===== config.mk =====
export PLATFORM = sky130hd
export DESIGN_NAME = sync_fifo_ctrl
export DESIGN_NICKNAME = d
export VERILOG_FILES = /design/src/rtl/sync_fifo_ctrl.sv
export SDC_FILE = /design/constraint.sdc
export NUM_CORES = 1
export LEC_CHECK = 0
export ABC_AREA = 0
export CELL_PAD_IN_SITES_DETAIL_PLACEMENT = 1
export CELL_PAD_IN_SITES_GLOBAL_PLACEMENT = 1
export CORE_ASPECT_RATIO = 1.25
export CORE_UTILIZATION = 40
export DETAILED_ROUTE_END_ITERATION = 7
export PLACE_DENSITY_LB_ADDON = 0.15
export SYNTH_ARGS = -nofsm -noshare
export SYNTH_HDL_FRONTEND = slang
export SYNTH_HIERARCHICAL = 1
export SYNTH_SLANG_ARGS = --single-unit

===== constraint.sdc =====
create_clock -name clk -period 3.9 [get_ports clk]
set_input_delay 0.78 -clock clk [delete_from_list [all_inputs] [get_ports clk]]
set_output_delay 0.78 -clock clk [all_outputs]
set_load 0.05 [all_outputs]

===== src/rtl/sync_fifo_ctrl.sv =====
// sync_fifo_ctrl: single-clock FIFO controller around a registered-output dual-port RAM
// Ports:
//   clk, rst_n            clock and asynchronous active-low reset
//   winc, wdata           push request and data
//   rinc                  pop request
//   rdata, rvalid         RAM output register and its one-cycle valid flag
//   wfull, rempty         full/empty flags decoded from the pointer pair
//   almost_full/empty     level threshold flags
//   level                 occupancy 0..DEPTH
//   wr_err, rd_err        one-cycle pulses for a push while full / pop while empty

module dual_port_RAM #(
  parameter int DEPTH = 16,
  parameter int WIDTH = 8
) (
  input  logic                     wclk,
  input  logic                     wenc,
  input  logic [$clog2(DEPTH)-1:0] waddr,
  input  logic [WIDTH-1:0]         wdata,
  input  logic                     rclk,
  input  logic                     renc,
  input  logic [$clog2(DEPTH)-1:0] raddr,
  output logic [WIDTH-1:0]         rdata
);
  logic [WIDTH-1:0] r_mem [DEPTH];
  always_ff @(posedge wclk)
    if (wenc) r_mem[waddr] <= wdata;
  always_ff @(posedge rclk)
    if (renc) rdata <= r_mem[raddr];
endmodule

module sync_fifo_ctrl #(
  parameter int WIDTH    = 8,
  parameter int DEPTH    = 16,
  parameter int AF_LEVEL = DEPTH - 2,
  parameter int AE_LEVEL = 2
) (
  input  logic                     clk,
  input  logic                     rst_n,
  input  logic                     winc,
  input  logic [WIDTH-1:0]         wdata,
  input  logic                     rinc,
  output logic [WIDTH-1:0]         rdata,
  output logic                     rvalid,
  output logic                     wfull,
  output logic                     rempty,
  output logic                     almost_full,
  output logic                     almost_empty,
  output logic [$clog2(DEPTH):0]   level,
  output logic                     wr_err,
  output logic                     rd_err
);
  localparam int AW = $clog2(DEPTH);
  logic [AW:0] r_wptr, r_rptr;
  logic        r_rvalid, r_wr_err, r_rd_err;
  logic        w_wen, w_ren;
  // Extra MSB is the wrap bit: equal addresses with differing wrap bits means full.
  assign rempty       = r_wptr == r_rptr;
  assign wfull        = (r_wptr[AW] != r_rptr[AW]) && (r_wptr[AW-1:0] == r_rptr[AW-1:0]);
  assign level        = r_wptr - r_rptr;
  assign almost_full  = level >= (AW+1)'(AF_LEVEL);
  assign almost_empty = level <= (AW+1)'(AE_LEVEL);
  assign w_wen        = winc & ~wfull;
  assign w_ren        = rinc & ~rempty;
  assign rvalid       = r_rvalid;
  assign wr_err       = r_wr_err;
  assign rd_err       = r_rd_err;
  always_ff @(posedge clk or negedge rst_n)
    if (!rst_n) begin
      r_wptr   <= '0;
      r_rptr   <= '0;
      r_rvalid <= 1'b0;
      r_wr_err <= 1'b0;
      r_rd_err <= 1'b0;
    end else begin
      r_wptr   <= r_wptr + (AW+1)'(w_wen);
      r_rptr   <= r_rptr + (AW+1)'(w_ren);
      r_rvalid <= w_ren;
      r_wr_err <= winc & wfull;
      r_rd_err <= rinc & rempty;
    end
  dual_port_RAM #(.DEPTH(DEPTH), .WIDTH(WIDTH)) u_ram (
    .wclk  (clk),
    .wenc  (w_wen),
    .waddr (r_wptr[AW-1:0]),
    .wdata (wdata),
    .rclk  (clk),
    .renc  (w_ren),
    .raddr (r_rptr[AW-1:0]),
    .rdata (rdata)
  );
endmodule


Yosys cells after proc, flatten, opt, wreduce, memory -nomap -nowiden
Memory sizes are Yosys's and may differ from the RTL's. A register that Yosys moved wholly into a read port is not among the register bits.
Cells that the tools add are included.

operators by class
  add/sub/neg operators = 3
  order comparisons = 2
  eq/ne operators = 3
  mux-type cells = 2
  bitwise operators = 6
  reductions and logical operators = 1

operators with widths
  cell                  count
  $add A5 B1 Y5         2
  $eq A5 B5 Y1          1
  $ge A5 B4 Y1 const B  1
  $le A5 B2 Y1 const B  1
  $sub A5 B5 Y5         1
  $and A1 B1 Y1         4
  $eq A4 B4 Y1          1
  $mux W1               2
  $not A1 Y1            2
  $logic_and A1 B1 Y1   1
  $ne A1 B1 Y1          1

storage, ports and cells
  register bits after elaboration = 13
  RAM bits = 128
  input bits = 12
  output and inout port bits = 20
  word-level logic and storage cells = 23
  memories kept = 1

memory list
  name         words  width  read ports  clocked after memory_dff  write ports  RTL line  source
  u_ram.r_mem  16     8      1           1                         1            25        logic [WIDTH-1:0] r_mem [DEPTH];

Longest topological paths before layout
Gate-level depths: netlist of run 1.

  depth in word-level cells = 6
  mapped depth = 9
  depth with buffers taken out = 9

Modules after synthesis
Netlist of run 1, hierarchy kept.

modules (own cells, without submodules)
  module          instances  cells each  area an instance (µm²)  seq. area each (µm²)
  dual_port_RAM   1          229         5227.5                  4083.9
  sync_fifo_ctrl  1          57          674.4                   325.3

Least setup slack after synthesis of run 1
OpenSTA, ideal clock, no wires.

  path type = register to output
  start = register r_wptr[0]
  end = output almost_empty
  data arrival time = 2.993 ns
  required time = 3.120 ns
  slack = 0.127 ns
  stages on the path, launching flop included = 9
  buffers on the path = 0
  cells stage by stage = dfrtp_1 > inv_1 > ha_1 > inv_1 > fa_1 > a21o_1 > a21oi_2 > xnor2_1 > a2111oi_2

on the way
  word-level cells in the longest chain between the ends = 2

RTL lines
  what                    RTL line  source
  start, declared         54        logic [AW:0] r_wptr, r_rptr;
  start signal, assigned  76        r_wptr <= r_wptr + (AW+1)'(w_wen);
  $sub A5 B5 Y5           60        assign level = r_wptr - r_rptr;
  via level[4]            49        output logic [$clog2(DEPTH):0] level,
  $le A5 B2 Y1            62        assign almost_empty = level <= (AW+1)'(AE_LEVEL);
  end, declared           48        output logic almost_empty,

The timed path passes the listed nets, and every way through them passes these cells.

Worst setup path in the final report of run 1
  start = register r_wptr[0]
  end = output almost_empty

on the way
  word-level cells in the longest chain between the ends = 2

RTL lines
  what           RTL line
  $sub A5 B5 Y5  60
  $le A5 B2 Y1   62

Every way passes these cells.

==> flow_metrics.py, run 1 <==
metrics = {
    "status": {
        "status": "finished, final reports clean",
    },
    "cts": {
        "postCtsSetupBuffers": 0,
        "cts_tree": "done",
        "cts_sinks": 149,
        "cts_htree_levels": 4,
        "insertion_delay_ns": 0.43,
        "cts_resized": 0,
        "clock_path_buffers": 2,
        "cts-root-buf": "clkbuf_16",
        "cts_hold_buf": 0,
        "cts_buffers": 17,
        "clkTransAtPathRegs_ns": 0.06,
    },
    "synth": {
        "synth.net_count": 307,
        "synth_edf_count": 136,
        "yosys-top-cells-count": "136 x edfxtp_1, 18 x mux4_2, 16 x a22oi_1",
        "synthMuxAreaShare_pct": 13.1,
        "synth.most_common_cell": "edfxtp_1",
        "synthXorXnorAreaFrac_pct": 1.48,
        "async_flop_share_pct": 8.72,
        "ys_types": 30,
        "synth_ff_type": "edfxtp_1",
        "synth_top_cell_area_share_pct": 69.2,
        "synth_cells": 286,
        "synth_area_um2": 5900,
        "avgSynthCellArea_um2": 20.6,
        "yosys.area_share.simple_pct": 3.96,
        "yosysWarnings": 6,
        "synth-seq-area-share_pct": 74.7,
        "synth_fa_ha_area_share_pct": 2.04,
        "ys_ff_latch": 149,
        "synth_compound_area_share_pct": 2.80,
        "synth_top_area_cell": "edfxtp_1",
        "synth_top_family_by_area": "multiplexers",
        "synth.area.top_cells": "edfxtp_1 69%, mux4_2 6.9%, mux4_1 6.2%",
    },
    "floorplan": {
        "coreArea_um2": 14400,
        "dieWidth_um": 111,
        "rows": 49,
        "die-area_um2": 15200,
        "die_h_um": 138,
        "initial_core_util_pct": 41.0,
        "pin_count": 32,
    },
    "sta": {
        "slew_headroom_pct": 41.8,
        "period_share_pct": 90.5,
        "fin_tns_setup_ns": 0,
        "timing.fmax_ghz": 0.283,
        "finalHoldViolCount": 0,
        "rsz0062_at_grt": "false",
        "tightest_slew_ns": 0.870,
        "timing.final.max_slew_violations": 0,
        "worst_clock_skew_ns": 0.0220,
        "setup_viol": 0,
        "fin_crit_ns": 3.53,
    },
    "routing": {
        "wl_per_cell_um": 23.5,
        "drtAntennaViolNets": 0,
        "drt_iter0_markers": 108,
        "drc": 0,
        "drt_first_pass_iters": 4,
        "wl_um": 12600,
        "vias": 2907,
        "viasPerCell": 5.41,
    },
    "global_routing": {
        "gr-total-overflow": 0,
        "grt_pass1_vias": 3186,
        "grt.total_usage_pct": 18.0,
        "antenna_found_initial": 0,
        "grt_pass1_wl_um": 19100,
        "grt_max_degree": 35,
    },
    "cells_and_area": {
        "diodes": 0,
        "drive_gt1_share_pct": 22.8,
        "nets": 367,
        "syn2layout_area_growth_pct": 20.3,
    },
    "setup_path": {
        "r2r-end": "u_ram/r_mem[1][3]",
        "cp-start-kind": "register",
        "r2r-start": "r_rptr[2]",
        "arrival_ns": 2.75,
        "r2r_cells": 8,
        "required_ns": 3.12,
        "critical_path_class": "reg -> out",
        "r2r_slack_ns": 1.02,
        "cp_max_fo": 9,
        "cp-end-kind": "output port",
    },
    "worst_hold_path": {
        "hold_class": "reg -> reg",
        "hold_path_depth": 1,
        "hold-path-endpoint": "r_rptr[4]",
        "hp-start": "r_rptr[4]",
    },
    "pwr": {
        "sw_frac_of_total_pct": 37.4,
        "max-vdd-ir-drop_uv": 1540,
        "p_per_area_nw_per_um2": 903,
        "p_int_w": 0.00401,
        "power_frac_comb_pct": 41.3,
        "p_switching_w": 0.00240,
        "leakage_nw": 2.46,
        "pwr-share-seq_pct": 33.5,
        "p_clk_share_pct": 25.2,
        "finalPower_w": 0.00641,
    },
    "placement": {
        "dp_hpwl_um": 7770,
        "portBuffers": 31,
        "gp_congestion": 0.786,
    },
    "job": {
        "drv_cap": 0,
    },
}
-- routing by layer --
layer | share of wire, % | global-route usage (%)
met3 | 3.5 | 3.61
met1 | 42 | 21.2
met5 | 0 | 0
met4 | 3.1 | 9.63
met2 | 52 | 31.3
-- worst max-delay path: stages, from the launching register on --
cell and delay [ns]:
dfrtp_1 0.46, inv_1 0.09, ha_1 0.16, inv_1 0.06
fa_1 0.40, a21o_1 0.20, a21oi_2 0.14, xnor2_1 0.15
a2111oi_2 0.48, buf_12 0.19
-- power by group through the flow --
stage / Clock (W) / Sequential [W] / Combinational, W
after floorplan: 0 / 0.00234 / 0.00163
after global placement: 0 / 0.00217 / 0.00267
after detailed placement: 0 / 0.00218 / 0.00269
after CTS: 0.00165 / 0.00215 / 0.00270
after global routing: 0.00170 / 0.00218 / 0.00280
final: 0.00161 / 0.00215 / 0.00265
-- through the flow --
stage               util [%]  cell area (µm²)  instances  worst slack [ns]  hold WS (ns)
floorplan                  -             5900        286             0.127         0.466
detailed placement      45.2             6520        505             0.774         0.487
CTS                     49.3             7100        537             0.313         0.504
global route            49.3             7100        537             0.187         0.543
global placement        45.2             6520        505             0.843         0.484
finish                  49.3             7100        537             0.372         0.501
-- cells in the final DEF, fill, tap and decap left out, drive strengths merged, types with 3 or more instances in the layout --
master	instances
nand3	5
xor2	4
nor2b	3
clkinvlp	3
a22oi	16
clkbuf	18
and2	3
nor3	4
edfxtp	136
buf	28
inv	11
mux4	32
nand3b	3
clkinv	5
ha	8
nand2	10
nor2	15
xnor2	6
clkdlybuf4s50	23
dfrtp	13
-- final cells by class --
cell class,instances,area [µm²]
Sequential cell,149,4410
Multi-Input combinational cell,120,1380
Tap cell,178,223
Clock inverter,14,153
Clock buffer,18,429
Fill cell,1323,7310
Inverter,7,26.3
Timing Repair Buffer,51,478
-- how the worst max path moves through the flow --
stage               from      endpoint  slack (ns)  depth (start not counted)
2_1_floorplan  r_wptr[0]  almost_empty        0.13                          8
3_3_place_gp   r_wptr[0]  almost_empty        0.84                          9
3_5_place_dp   r_wptr[0]  almost_empty        0.77                          9
4_1_cts        r_wptr[0]  almost_empty        0.31                          9
5_1_grt        r_wptr[0]  almost_empty        0.19                          9
6_report       r_wptr[0]  almost_empty        0.37                          9
-- sequential cells by signal (all words and copies together) (netlist names) --
register     cells
u_ram/r_mem    128
u_ram/rdata      8
r_rptr           5
r_wptr           5
rd_err           1
rvalid           1
wr_err           1
-- cell families after synthesis --
family	after synthesis
adder cells (fa/ha/maj)	9
flip-flops	149
AND/OR/NAND/NOR	48
buffers and inverters	17
multiplexers	32
XOR/XNOR	10
AO/OA/AOI/OAI	21
No activity file was read; power rests on OpenSTA's default activity.
==> run 2: changes to the inputs <==
Settings changed: GPL_TIMING_DRIVEN set to 0.
==> flow_metrics.py, run 2 (synthesis results as in run 1) <==
metrics = {
    "status": {
        "status": "finished, final reports clean",
    },
    "job": {
        "drv_cap": 0,
    },
    "sta": {
        "slew_headroom_pct": 24.3,
        "timing.final.max_slew_violations": 0,
        "period_share_pct": 94.0,
        "tightest_slew_ns": 1.13,
        "setup_viol": 0,
        "worst_clock_skew_ns": 0.00762,
        "fin_tns_setup_ns": 0,
        "fin_ws_ns": 0.232,
        "timing.hold.ws_ns": 0.499,
        "fin_crit_ns": 3.67,
        "finalHoldViolCount": 0,
        "rsz0062_at_grt": "false",
        "timing.fmax_ghz": 0.273,
    },
    "routing": {
        "drtAntennaViolNets": 0,
        "drt_iter0_markers": 235,
        "wl_per_cell_um": 24.2,
        "drc": 0,
        "vias": 2890,
        "wl_um": 12800,
        "drt_first_pass_iters": 4,
        "viasPerCell": 5.48,
    },
    "setup_path": {
        "crit_chain": "inv_1, ha_1, inv_1, fa_1, a21o_1, a21oi_2, xnor2_1, a31o_2, dlygate4sd2_1",
        "arrival_ns": 2.89,
        "cp_slowest_stage_delay_ns": 0.52,
        "cp-start-kind": "register",
        "critical_path_class": "reg -> out",
        "cp_max_fo": 9,
        "cp-end-kind": "output port",
        "slowest_stage": "dlygate4sd2_1",
        "cpMostUsedCell": "inv_1",
        "required_ns": 3.12,
    },
    "floorplan": {
        "pin_count": 32,
        "die_h_um": 138,
        "rows": 49,
        "coreArea_um2": 14400,
        "die-area_um2": 15200,
        "dieWidth_um": 111,
        "initial_core_util_pct": 41.0,
    },
    "cts": {
        "cts-root-buf": "clkbuf_16",
        "cts_sinks": 149,
        "cts_tree": "done",
        "insertion_delay_ns": 0.42,
        "cts_buffers": 17,
        "clkTransAtPathRegs_ns": 0.06,
        "cts_htree_levels": 4,
        "postCtsSetupBuffers": 0,
        "clock_path_buffers": 2,
    },
    "pwr": {
        "leakage_nw": 2.37,
        "p_per_area_nw_per_um2": 882,
        "max-vdd-ir-drop_uv": 1340,
    },
    "cells_and_area": {
        "layout_common_cells": "136 x edfxtp_1, 28 x clkdlybuf4s50_1, 18 x mux4_2",
        "seq_area_um2": 4410,
        "reg_top3": "u_ram/r_mem x128, u_ram/rdata x8",
        "final_common_cell": "edfxtp_1",
        "nFillCells": 1307,
        "multi_input_area_um2": 1400,
        "regMostFlops": "u_ram/r_mem",
        "syn2layout_area_growth_pct": 18.4,
        "nets": 357,
        "largest_reg_flops": 128,
        "drive_gt1_share_pct": 18.9,
        "diodes": 0,
    },
    "worst_hold_path": {
        "hold_class": "reg -> reg",
    },
    "global_routing": {
        "grt_max_degree": 17,
        "grt.total_usage_pct": 18.0,
        "gr-total-overflow": 0,
        "grt_pass1_wl_um": 18800,
        "grt_pass1_vias": 3055,
        "antenna_found_initial": 0,
    },
    "placement": {
        "dp_hpwl_um": 8060,
        "portBuffers": 31,
        "gp_congestion": 0.715,
        "dp_slack_ns": 0.160,
    },
}
run 2: changes by cell type in the layout (fill, tap and decap cells not counted), moves of 3 or more:
cell | before | now
buf_12 | 3 | 0
buf_2 | 0 | 3
buf_4 | 25 | 1
buf_6 | 0 | 3
clkdlybuf4s25_2 | 0 | 3
clkdlybuf4s50_1 | 23 | 28
clkinv_1 | 0 | 3
nor3_1 | 4 | 0
nor3_2 | 0 | 4
run 2: timing repair:
item | in CTS | in global routing
hold buffers | 0 | 0
hold endpoints to repair | 0 | 0
setup endpoints to repair | 3 | 1
gates resized for setup | 3 | 3
pin swaps | 0 | 0
run 2: area by class of cell:
cell class	instances	share of cell area (%)
buffer	10	1.24
inverter	7	0.376
clock buffer	17	6.09
timing repair buffer	31	4.33
sequential	149	63.1
clock inverter	15	1.65
tap	178	3.19
multi-input combinational	120	20.0
run 2: final timing paths:
| check | startpoint | end | slack, ns | cells past startpoint |
|---|---|---|---|---|
| hold / removal | r_wptr[4] | r_wptr[4] | 0.50 | 1 |
| setup / recovery | r_wptr[0] | almost_full | 0.23 | 9 |
| min in group asynchronous | rst_n | wr_err | 0.73 | 1 |
| hold reg to reg | r_wptr[4] | r_wptr[4] | 0.50 | 1 |
| max in group asynchronous | rst_n | r_wptr[0] | 2.80 | 1 |
| setup reg to reg | r_wptr[1] | u_ram/r_mem[3][6] | 0.70 | 6 |
run 2: power by group:
group	total, W	switching [W]	internal [W]
combinational	0.00249	0.00158	0.000916
clock	0.00149	0.000621	0.000865
sequential	0.00219	0.000161	0.00203
run 2: metrics by stage:
stage | power (W) | cell area (µm²) | util [%] | cells
4_1_cts | 0.00625 | 6990 | 48.5 | 527
3_3_place_gp | 0.00476 | 6430 | 44.7 | 495
2_1_floorplan | 0.00396 | 5900 | - | 286
5_1_grt | 0.00644 | 6990 | 48.5 | 527
6_report | 0.00616 | 6990 | 48.5 | 527
3_5_place_dp | 0.00479 | 6450 | 44.8 | 495
run 2: critical path: cells and delay by family, from the launching register on:
family                     cells  cell delay [ns]
AOI/OAI and AO/OA              3             0.51
DFF                            1             0.51
xor gates and xnor gates       1             0.19
adders and majority gates      2             0.58
buffers and inverters          3             0.68
run 2: per-layer routing:
layer / vias up / part of all wire (%) / track usage [%]
met5: - / 0 / 0
met4: 0 / 2.0 / 7.93
met3: 18 / 4.9 / 4.93
met2: 82 / 52 / 31.1
met1: 1519 / 41 / 21.2
li1: 1271 / - / -
